--- src/rtl/windowed_reg_file.sv ---
// Windowed register file: logical addresses map onto a shared physical array through the
// current window pointer, with overlapping windows. Define WRF_WRITE_BYPASS_EN to forward same-cycle writes to the operand latches.
module windowed_reg_file #(
  parameter int DATA_W     = 16,
  parameter int NUM_WIN    = 4,
  parameter int WIN_REGS   = 8,
  parameter int WIN_STRIDE = 4
) (
  input  logic                        clk,
  input  logic                        reset,
  input  logic [$clog2(WIN_REGS)-1:0] rs_addr,
  input  logic [$clog2(WIN_REGS)-1:0] rt_addr,
  input  logic [$clog2(WIN_REGS)-1:0] rd_addr,
  input  logic [DATA_W-1:0]           wr_data,
  input  logic                        reg_write,
  input  logic                        wind_cond,
  input  logic [$clog2(NUM_WIN)-1:0]  wind_sel,
  output logic [DATA_W-1:0]           a_out,
  output logic [DATA_W-1:0]           b_out,
  output logic [$clog2(NUM_WIN)-1:0]  wp_out,
  output logic                        win_changed
);

  localparam int RAW  = $clog2(WIN_REGS);
  localparam int WPW  = $clog2(NUM_WIN);
  localparam int PHYS = NUM_WIN * WIN_STRIDE;
  localparam int PW   = (PHYS > 1) ? $clog2(PHYS) : 1;

  logic [DATA_W-1:0] regs [PHYS];
  logic [WPW-1:0]    wp;
  logic [PW-1:0]     rs_phys;
  logic [PW-1:0]     rt_phys;
  logic [PW-1:0]     rd_phys;

  // Modulo keeps the top window wrapping onto the bottom of the array; PHYS need not be a power of two.
  function automatic logic [PW-1:0] phys_idx(input logic [WPW-1:0] w, input logic [RAW-1:0] r);
    logic [31:0] sum;
    sum = 32'(w) * 32'(WIN_STRIDE) + 32'(r);
    return PW'(sum % 32'(PHYS));
  endfunction

  assign rs_phys = phys_idx(wp, rs_addr);
  assign rt_phys = phys_idx(wp, rt_addr);
  assign rd_phys = phys_idx(wp, rd_addr);
  assign wp_out  = wp;

  always_ff @(posedge clk) begin
    if (reset) begin
      for (int i = 0; i < PHYS; i++) regs[i] <= '0;
      wp          <= '0;
      a_out       <= '0;
      b_out       <= '0;
      win_changed <= 1'b0;
    end else begin
      a_out <= regs[rs_phys];
      b_out <= regs[rt_phys];
`ifdef WRF_WRITE_BYPASS_EN
      if (reg_write && (rd_phys == rs_phys)) a_out <= wr_data;
      if (reg_write && (rd_phys == rt_phys)) b_out <= wr_data;
`endif
      if (reg_write) regs[rd_phys] <= wr_data;
      win_changed <= wind_cond;
      if (wind_cond) wp <= wind_sel;
    end
  end

endmodule

--- config.mk ---
export PLATFORM = sky130hd
export DESIGN_NAME = windowed_reg_file
export DESIGN_NICKNAME = d
export VERILOG_FILES = /design/src/rtl/windowed_reg_file.sv
export SDC_FILE = /design/constraint.sdc
export NUM_CORES = 1
export LEC_CHECK = 0
export CAP_MARGIN = 40
export CORE_MARGIN = 5
export CORE_UTILIZATION = 64
export DETAILED_ROUTE_END_ITERATION = 6
export DONT_BUFFER_PORTS = 1
export GPL_ROUTABILITY_DRIVEN = 0
export PLACE_DENSITY_LB_ADDON = 0.08
export REMOVE_ABC_BUFFERS = 1
export SLEW_MARGIN = 10
export SYNTH_ARGS = -nofsm -noshare
export SYNTH_HDL_FRONTEND = slang
export SYNTH_SLANG_ARGS = --single-unit
--- constraint.sdc ---
create_clock -name clk -period 3.5 [get_ports clk]
set_clock_uncertainty 0.2 [all_clocks]
set_input_delay 0.525 -clock clk [delete_from_list [all_inputs] [get_ports clk]]
set_output_delay 0.525 -clock clk [all_outputs]
set_load 0.02 [all_outputs]
# Word level (Yosys, flattened, before mapping)
# Memories as Yosys holds them, arrays and structs flattened. A register that Yosys moved wholly into a read port is not among the register bits.
# Cells that the tools add are included.
# word_totals
regBits	3
ram_bits	256
output_inout_bits	35
elab_cells	15
n_memories	1
# op_classes
addsub	3
n_mux	8
reduce_logical	1
# mem_list
memory	words	word_bits	rd	rd_ports_with_merged_regs	wr	line	rtl
regs	16	16	2	2	16	29	logic [DATA_W-1:0] regs [PHYS];
# ops
operator	n
$mux 16	1
$reduce_or 16->1	1
$add 4x3->4	3
$mux 1	6
$mux 4	1

# Logic depth before layout (Yosys ltp)
# Gate-level depths: netlist of the first run.
# depth
ltp_word	5
ltp_mapped	6
ltp_nobuf	4

# Worst setup path after synthesis of the first run
# Ideal clock, no wire load.
# synth_timing
path_kind	in2reg
startpoint	input rd_addr[2]
endpoint	memory regs[5][0], enable pin
setup_ns	0.373
t_arrival_ns	2.083
required_time_ns	2.927
path_slack_ns	0.844
cell_stages	5
n_path_buf	1
path_cell_list	ha_1 -> buf_2 -> inv_2 -> nor3_4 -> or2_1
# synth_lines
item	line	rtl
start: declaration	13	input logic [$clog2(WIN_REGS)-1:0] rd_addr,
end: declaration	29	

==> flow_metrics.env, run 1 <==
export IMPL_worstPathArrival_ns=3.03
export IMPL_pin_count=66
export IMPL_ys_warn_count=0
export IMPL_grt_pass1_wl_um=58100
export IMPL_synth_top_cell_area_share_pct=52.1
export IMPL_setup_viol=0
export IMPL_startpoint_type="flip-flop"
export IMPL_portBuffers=0
export IMPL_ys_ff_latch=291
export IMPL_crit_chain="ha_1 > xnor2_4 > nor3_2 > or2_2"
export IMPL_period_share_pct=86.3
export IMPL_synth_cells=980
export IMPL_crit_path_max_incr_delay_ns=0.74
export IMPL_cts_sinks=291
export IMPL_clk_pin_slew_worst_paths_ns=0.06
export IMPL_reg2reg_depth=4
export IMPL_die_w_um=162
export IMPL_via_per_inst=7.02
export IMPL_cts_buffer_depth=3
export IMPL_die_h_um=162
export IMPL_hold_path_class="in -> reg"
export IMPL_slew_viol_final=0
export IMPL_regArea_sq_mm=0.00839
export IMPL_num_antenna_cells=0
export IMPL_tightest_slew_ns=0.845
export IMPL_cts_resized=0
export IMPL_fillCellCount=1441
export IMPL_cts_inserted_buffers=31
export IMPL_yosysSeqAreaShare_pct=56.9
export IMPL_ant_nets=0
export IMPL_endpoint="regs[8][3]"
export IMPL_grt_antenna_before_repair=2
export IMPL_area_growth_pct=9.70
export IMPL_dieArea_sq_mm=0.0262
export IMPL_dp_hpwl_um=24400
export IMPL_clock_latency_ns=0.55
export IMPL_synth_area_leaders="edfxtp_1, mux4_2, and2_1"
export IMPL_coreArea_sq_mm=0.0226
export IMPL_drtIter0Drc=1466
export IMPL_htreeDepth=1
export IMPL_yosysTopAreaCell="edfxtp_1"
export IMPL_syn_avg_cell_area_sq_um=15.1
export IMPL_power_density_mw_per_mm2=505
export IMPL_layout_common_cells="edfxtp_1, and2_1, mux4_2, nand3_1, dfxtp_1"
export IMPL_synth_cell_area_sq_mm=0.0147
export IMPL_start_util_pct=65.1
export IMPL_grt_pass1_vias=8971
export IMPL_path_class="reg -> reg"
export IMPL_post_cts_setup_buffers=0
export IMPL_grt_usage_pct=30.0
export IMPL_r2r_slack_ns=0.48
export IMPL_slew_headroom_pct=43.3
export IMPL_end_kind="flip-flop"
export IMPL_drt_pass1_iter_count=6
export IMPL_wire_per_inst_um=30.0
export IMPL_crit_slowest_cell="nor3_2"
export IMPL_final_common_cell="edfxtp_1"
export IMPL_irDropWorstVdd_mv=0.444
export IMPL_final_nets=1006
export IMPL_final_min_clock_period_ns=3.02
export IMPL_critPathLaunch="wp_out[0]"
export IMPL_root_buffer="clkbuf_16"
export IMPL_timing_rr_end="regs[8][3]"
export IMPL_cts_tree="yes"
export IMPL_fin_area_sq_mm=0.0162
export IMPL_maxCapViolCount=0
export IMPL_cp_required_ns=3.51
export IMPL_drive_gt1_share_pct=25.4
export IMPL_rows=55
export IMPL_setup_tns_ns=0
export IMPL_vias=8997
export IMPL_placed_area_sq_mm=0.0150
export IMPL_rsz0062_at_grt="false"
export IMPL_fmax_ghz=0.331
export IMPL_leakage_uw=0.00575
export IMPL_hold_viol=0
export IMPL_grt_max_degree=65
export IMPL_routed_wl_um=38400
export IMPL_grt_overflow_total=0
export IMPL_ys_types=30
export IMPL_drc=0
export IMPL_cp_max_fo=17
export IMPL_multi_input_area_sq_mm=0.00597
export IMPL_rr_startpoint="wp_out[0]"
export IMPL_status="complete, no violations"
[how the worst min path moves through the flow]
stage | start | endpoint | slack, ns | cells past startpoint
floorplan | reset | win_changed | 0.40 | 1
global placement | reset | win_changed | 0.40 | 1
detailed placement | reset | wp_out[1] | 0.40 | 1
CTS | rt_addr[0] | b_out[15] | 0.16 | 3
global route | rt_addr[0] | b_out[15] | 0.15 | 3
finish | rt_addr[0] | b_out[15] | 0.17 | 3
[cell usage after synthesis, drive strengths merged]
cell	instances
nand4	32
mux2i	2
and2	256
edfxtp	256
mux4	128
inv	1
nor2b	3
nand3	128
nor3	16
nand4bb	2
xor2	3
ha	3
nand4b	1
or4b	1
buf	30
dfxtp	35
clkbuf	60
nor2	4
or2	16
xnor2	3
[logic make-up (layout without fill, tap and decap cells)]
| kind of cell | count (synthesis) | count (layout) | share of synthesized area, % |
|---|---|---|---|
| AND/OR/NAND/NOR | 459 | 459 | 19.6 |
| flip-flops | 291 | 291 | 56.9 |
| multiplexers | 130 | 130 | 19.7 |
| buffers and inverters | 91 | 107 | 2.98 |
| XOR/XNOR | 6 | 6 | 0.611 |
| adder cells (fa/ha/maj) | 3 | 3 | 0.255 |
[critical path, delay by kind of cell, from the launching register on]
kind	cells	cell delay, ns
and+or+nand+nor	2	1.24
xor gates and xnor gates	1	0.23
adders and majority gates	1	0.46
DFF	1	0.52
[what timing repair did]
action                     4_1_cts  5_1_grt
hold buffers                    21        0
hold endpoints to repair       259        0
setup endpoints to repair        0        0
[metrics by stage]
| step | total power (uW) | setup WS (ns) | util [%] | std cells | hold slack, ns |
|---|---|---|---|---|---|
| floorplan | 4660 | 0.544 | - | 890 | 0.397 |
| global route | 8400 | 0.353 | 71.5 | 1281 | 0.153 |
| detailed placement | 4910 | 0.479 | 66.0 | 1203 | 0.404 |
| global placement | 4890 | 0.566 | 66.0 | 1203 | 0.399 |
| finish | 8170 | 0.481 | 71.5 | 1281 | 0.165 |
| CTS | 8180 | 0.443 | 71.5 | 1281 | 0.158 |
[area by class of cell]
cell class,instances,area share [%]
sequential,291,51.8
multi-input combinational,598,36.9
clock buffer,41,5.27
timing repair buffer,49,2.75
tap,285,2.20
clock inverter,16,1.02
inverter,1,0.0232
[state kept, by name, summed over array words and instances (netlist names)]
| register | flops |
|---|---|
| b_out | 16 |
| regs | 256 |
| a_out | 16 |
| win_changed | 1 |
| wp_out | 2 |
[where the power goes]
group	switching, uW	total [uW]	internal (uW)
registers	138	4080	3940
logic	485	842	356
clock network	1320	3240	1930
total	1940	8170	6230
[per-layer routing]
layer / wire length [um] / track usage (%) / vias to the layer above
met1: 14300 / 44.5 / 4596
li1: - / - / 3741
met2: 18600 / 47.1 / 584
met5: 31 / 0 / -
met4: 694 / 5.15 / 4
met3: 4810 / 7.03 / 72
Power figures use the tool's default switching activity.
==> inputs of run 2 (changes only) <==
--- a/config.mk
+++ b/config.mk
@@ -8,12 +8,11 @@
 export CAP_MARGIN = 40
 export CORE_MARGIN = 5
 export CORE_UTILIZATION = 64
+export CTS_CLUSTER_DIAMETER = 60
 export DETAILED_ROUTE_END_ITERATION = 6
 export DONT_BUFFER_PORTS = 1
 export GPL_ROUTABILITY_DRIVEN = 0
 export PLACE_DENSITY_LB_ADDON = 0.08
-export REMOVE_ABC_BUFFERS = 1
-export SLEW_MARGIN = 10
 export SYNTH_ARGS = -nofsm -noshare
 export SYNTH_HDL_FRONTEND = slang
 export SYNTH_SLANG_ARGS = --single-unit
==> flow_metrics.env, run 2 (same netlist as run 1, synthesis figures left out) <==
export IMPL_drive_gt1_share_pct=25.1
export IMPL_tightest_slew_ns=0.912
export IMPL_dieArea_sq_mm=0.0262
export IMPL_grt_pass1_vias=9054
export IMPL_final_common_cell="edfxtp_1"
export IMPL_coreArea_sq_mm=0.0226
export IMPL_area_growth_pct=9.71
export IMPL_cts_tree="yes"
export IMPL_cp_max_fo=17
export IMPL_leakage_uw=0.00575
export IMPL_final_min_clock_period_ns=3.04
export IMPL_hold_ws_ns=0.109
export IMPL_end_kind="flip-flop"
export IMPL_fmax_ghz=0.329
export IMPL_dp_hpwl_um=24000
export IMPL_portBuffers=0
export IMPL_cp_required_ns=3.48
export IMPL_setup_viol=0
export IMPL_total_power_uw=8140
export IMPL_grt_pass1_wl_um=55700
export IMPL_worstPathArrival_ns=3.02
export IMPL_ant_nets=0
export IMPL_met1_usage_pct=38.8
export IMPL_startpoint_type="flip-flop"
export IMPL_vias=8804
export IMPL_post_route_util_pct=71.5
export IMPL_grt_busiest_layer="met2"
export IMPL_clk_pin_slew_worst_paths_ns=0.06
export IMPL_period_share_pct=86.9
export IMPL_drt_pass1_iter_count=5
export IMPL_grt_max_degree=65
export IMPL_pin_count=66
export IMPL_largest_register="regs"
export IMPL_grt_antenna_before_repair=2
export IMPL_hold_path_class="in -> reg"
export IMPL_dp_cells=1201
export IMPL_die_h_um=162
export IMPL_root_buffer="clkbuf_16"
export IMPL_routed_wl_um=36600
export IMPL_rsz0062_at_grt="false"
export IMPL_largest_reg_flops=256
export IMPL_synth_net_count=1014
export IMPL_clock_latency_ns=0.55
export IMPL_maxCapViolCount=0
export IMPL_grt_overflow_total=0
export IMPL_final_nets=1006
export IMPL_hold_viol=0
export IMPL_via_per_inst=6.86
export IMPL_reg_top3="regs x256, a_out x16, b_out x16"
export IMPL_cts_inserted_buffers=31
export IMPL_path_class="reg -> reg"
export IMPL_slew_viol_final=0
export IMPL_wire_per_inst_um=28.5
export IMPL_rows=55
export IMPL_cts_buffer_depth=3
export IMPL_drtIter0Drc=908
export IMPL_fin_cells=1284
export IMPL_drc=0
export IMPL_power_density_mw_per_mm2=503
export IMPL_gr_usage_met3_pct=4.44
export IMPL_die_w_um=162
export IMPL_cts_sinks=291
export IMPL_slew_headroom_pct=39.2
export IMPL_htreeDepth=1
export IMPL_setup_tns_ns=0
export IMPL_irDropWorstVdd_mv=0.466
export IMPL_status="complete, no violations"
export IMPL_grt_usage_pct=28.5
export IMPL_start_util_pct=65.1
export IMPL_met2_usage_pct=48.0
export IMPL_r2r_slack_ns=0.46
export IMPL_layout_common_cells="edfxtp_1, and2_1, mux4_2, nand3_1, dfxtp_1"
export IMPL_post_cts_setup_buffers=0
==> run 2: path summary, 6_finish.rpt <==
path / from / end / cells after the start
worst max-delay path: wp_out[0] / regs[3][8] / 4
worst min register to register: regs[0][10] / b_out[10] / 3
worst max register to register: wp_out[0] / regs[3][8] / 4
worst min-delay path: reset / a_out[3] / 3
==> run 2: routing by layer <==
metal	vias up	routed length, um
met5	-	0
met4	0	1330
met3	75	2800
met2	442	18600
met1	4556	13800
li1	3731	-
==> run 2: power breakdown <==
group / leakage, uW / internal, uW / switching, uW / total (uW)
sequential: 0.00294 / 3940 / 143 / 4090
clock: 0.000491 / 1900 / 1320 / 3220
combinational: 0.00232 / 364 / 471 / 835
==> run 2: critical path, cell delays in order, from the launching register on <==
cell	delay (ns)
dfxtp_1	0.54
ha_1	0.44
xor2_4	0.27
nor3_4	0.55
or2_1	0.66
==> run 2: metrics by stage <==
step | instance area (sq um) | setup WS [ns]
floorplan | 14700 | 0.844
global placement | 14900 | 0.566
detailed placement | 14900 | 0.435
CTS | 16200 | 0.436
global route | 16200 | 0.289
finish | 16200 | 0.458
==> run 2: layout make-up <==
cell class | instances | area [sq um]
well taps | 285 | 357
diodes | 3 | 7.51
repair buffers | 49 | 458
multi-input cells | 598 | 5970
flip-flops and latches | 291 | 8390
inverters | 1 | 3.75
fillers | 1445 | 6460
clock inverters | 11 | 109
clock buffers | 46 | 892
==> run 2: repair_timing <==
action	CTS	global route
endpoints found under the hold margin	257	0
hold buffers	23	0
gates resized for setup	0	0
==> inputs of run 3 (changes only) <==
--- a/config.mk
+++ b/config.mk
@@ -5,9 +5,10 @@
 export SDC_FILE = /design/constraint.sdc
 export NUM_CORES = 1
 export LEC_CHECK = 0
+export ABC_AREA = 1
 export CAP_MARGIN = 40
 export CORE_MARGIN = 5
-export CORE_UTILIZATION = 64
+export CORE_UTILIZATION = 65
 export CTS_CLUSTER_DIAMETER = 60
 export DETAILED_ROUTE_END_ITERATION = 6
 export DONT_BUFFER_PORTS = 1
==> flow_metrics.env, run 3 <==
export IMPL_root_buffer="clkbuf_16"
export IMPL_synth_area_leaders="edfxtp_1, nand2_1, nand3_1"
export IMPL_status="complete, no violations"
export IMPL_period_share_pct=79.2
export IMPL_async_flop_share_pct=0
export IMPL_ant_nets=0
export IMPL_start_util_pct=66.0
export IMPL_rsz0062_at_grt="false"
export IMPL_routed_wl_um=47500
export IMPL_setup_viol=0
export IMPL_dp_hpwl_um=29200
export IMPL_wire_per_inst_um=20.2
export IMPL_synth_edf_count=256
export IMPL_htreeDepth=1
export IMPL_grt_usage_pct=33.3
export IMPL_slew_viol_final=0
export IMPL_synth_ff_type="edfxtp_1"
export IMPL_yosys_top_cells_count="nand2_1, nand3_1, inv_1"
export IMPL_yosys_cell_count_top_type="nand2_1"
export IMPL_irDropWorstVdd_mv=0.437
export IMPL_final_nets=2042
export IMPL_final_min_clock_period_ns=2.77
export IMPL_grt_pass1_wl_um=73700
export IMPL_cts_sinks=291
export IMPL_layout_common_cells="nand2_1, nand3_1, inv_1"
export IMPL_grt_overflow_total=0
export IMPL_end_kind="flip-flop"
export IMPL_synth_top_cell_area_share_pct=47.9
export IMPL_synth_net_count=2117
export IMPL_synth_cell_area_sq_mm=0.0161
export IMPL_drive_gt1_share_pct=7.09
export IMPL_grt_pass1_vias=13465
export IMPL_portBuffers=0
export IMPL_cp_max_fo=17
export IMPL_power_density_mw_per_mm2=492
export IMPL_drtIter0Drc=1897
export IMPL_worstPathArrival_ns=2.75
export IMPL_cp_required_ns=3.47
export IMPL_cts_inserted_buffers=31
export IMPL_crit_slowest_cell="nand2_1"
export IMPL_fmax_ghz=0.361
export IMPL_pin_count=66
export IMPL_via_per_inst=5.99
export IMPL_maxCapViolCount=0
export IMPL_startpoint_type="flip-flop"
export IMPL_slew_headroom_pct=39.7
export IMPL_dieArea_sq_mm=0.0279
export IMPL_final_common_cell="nand2_1"
export IMPL_ys_warn_count=0
export IMPL_hold_viol=0
export IMPL_grt_max_degree=130
export IMPL_drc=0
export IMPL_ys_ff_latch=291
export IMPL_synth_cells=2083
export IMPL_drt_pass1_iter_count=6
export IMPL_leakage_uw=0.00809
export IMPL_tightest_slew_ns=0.902
export IMPL_largest_reg_flops=256
export IMPL_clock_latency_ns=0.56
export IMPL_area_growth_pct=6.98
export IMPL_fin_ws_ns=0.727
export IMPL_grt_antenna_before_repair=1
export IMPL_ys_types=23
export IMPL_cts_tree="yes"
export IMPL_clk_pin_slew_worst_paths_ns=0.06
export IMPL_reg_top3="regs x256, a_out x16, b_out x16"
export IMPL_cts_buffer_depth=3
export IMPL_path_class="reg -> reg"
export IMPL_setup_tns_ns=0
export IMPL_die_w_um=167
export IMPL_syn_avg_cell_area_sq_um=7.71
export IMPL_hold_path_class="in -> reg"
export IMPL_yosysSeqAreaShare_pct=52.2
export IMPL_die_h_um=167
export IMPL_yosysTopAreaCell="edfxtp_1"
export IMPL_crit_path_max_incr_delay_ns=0.64
export IMPL_largest_register="regs"
export IMPL_preCtsSetupSlack_ns=0.725
export IMPL_crit_chain="ha_1 > inv_1 > nor2_8 > nand2_4 > nand2_1"
export IMPL_rows=57
export IMPL_coreArea_sq_mm=0.0243
export IMPL_vias=14119
[run 3: cell types whose count changed after synthesis, sizes merged, moves of 10 or more]
cell,before,now
nand3,128,384
buf,30,69
clkbuf,60,70
a21oi,0,33
nand4,32,0
mux4,128,0
inv,1,284
nor2,4,297
or2,16,1
nor3,16,2
nand2,0,645
and2,256,0
[run 3: logic make-up (layout without fill, tap and decap cells)]
kind of cell             Yosys count  in the layout  synth area share [%]
AND/OR/NAND/NOR                 1329           1329                  35.7
flip-flops                       291            291                  52.2
buffers and inverters            423            372                  10.6
XOR/XNOR                           2              2                 0.109
other                              0              1                     0
AO/OA/AOI/OAI                     35             35                  1.09
adder cells (fa/ha/maj)            3              3                 0.234
[run 3: per-layer routing]
| layer | vias up | global-route usage, % | share of wire [%] |
|---|---|---|---|
| li1 | 6405 | - | - |
| met1 | 6516 | 45.9 | 37 |
| met2 | 1053 | 54.2 | 47 |
| met3 | 143 | 5.52 | 13 |
| met4 | 2 | 11.5 | 3.7 |
| met5 | - | 0 | 0.023 |
[run 3: final timing paths]
check	from	endpoint	slack (ns)	depth (start not counted)
max	wp_out[0]	regs[12][8]	0.73	5
min	rs_addr[1]	a_out[3]	0.12	4
max reg2reg	wp_out[0]	regs[12][8]	0.73	5
min reg2reg	regs[7][15]	b_out[15]	0.55	6
[run 3: report_power, final]
part	switching (uW)	internal, uW	total (uW)
registers	136	3950	4090
clock network	1370	1900	3260
logic	796	313	1110
[run 3: critical path: cells and delay by family (launching register included)]
family | cells | cell delay [ns]
fa+ha+maj | 1 | 0.49
flops | 1 | 0.41
simple gates | 3 | 1.06
buf+inv | 1 | 0.20
[run 3: repair_timing]
action | in CTS | in global routing
hold buffers | 7 | 0
setup buffers | 0 | 0
gates resized for setup | 0 | 0
hold endpoints to repair | 3 | 0
[run 3: final cells by class]
| type | instances | area (sq um) |
|---|---|---|
| timing repair buffer | 31 | 300 |
| clock buffer | 41 | 833 |
| multi-input combinational | 1369 | 6010 |
| antenna | 1 | 2.50 |
| tap | 324 | 405 |
| inverter | 284 | 1070 |
| sequential | 291 | 8390 |
| fill | 1964 | 7140 |
| clock inverter | 16 | 169 |
[run 3: per-stage QoR]
step / util [%] / area, sq um / hold slack (ns) / cells / total power (uW)
final: 70.6 / 17200 / 0.123 / 2357 / 8460
after global routing: 70.6 / 17200 / 0.136 / 2356 / 8730
after floorplan: - / 16100 / 0.387 / 2083 / 4930
after CTS: 70.6 / 17200 / 0.106 / 2356 / 8420
after global placement: 66.2 / 16100 / 0.260 / 2292 / 5200
after detailed placement: 66.2 / 16100 / 0.290 / 2292 / 5220
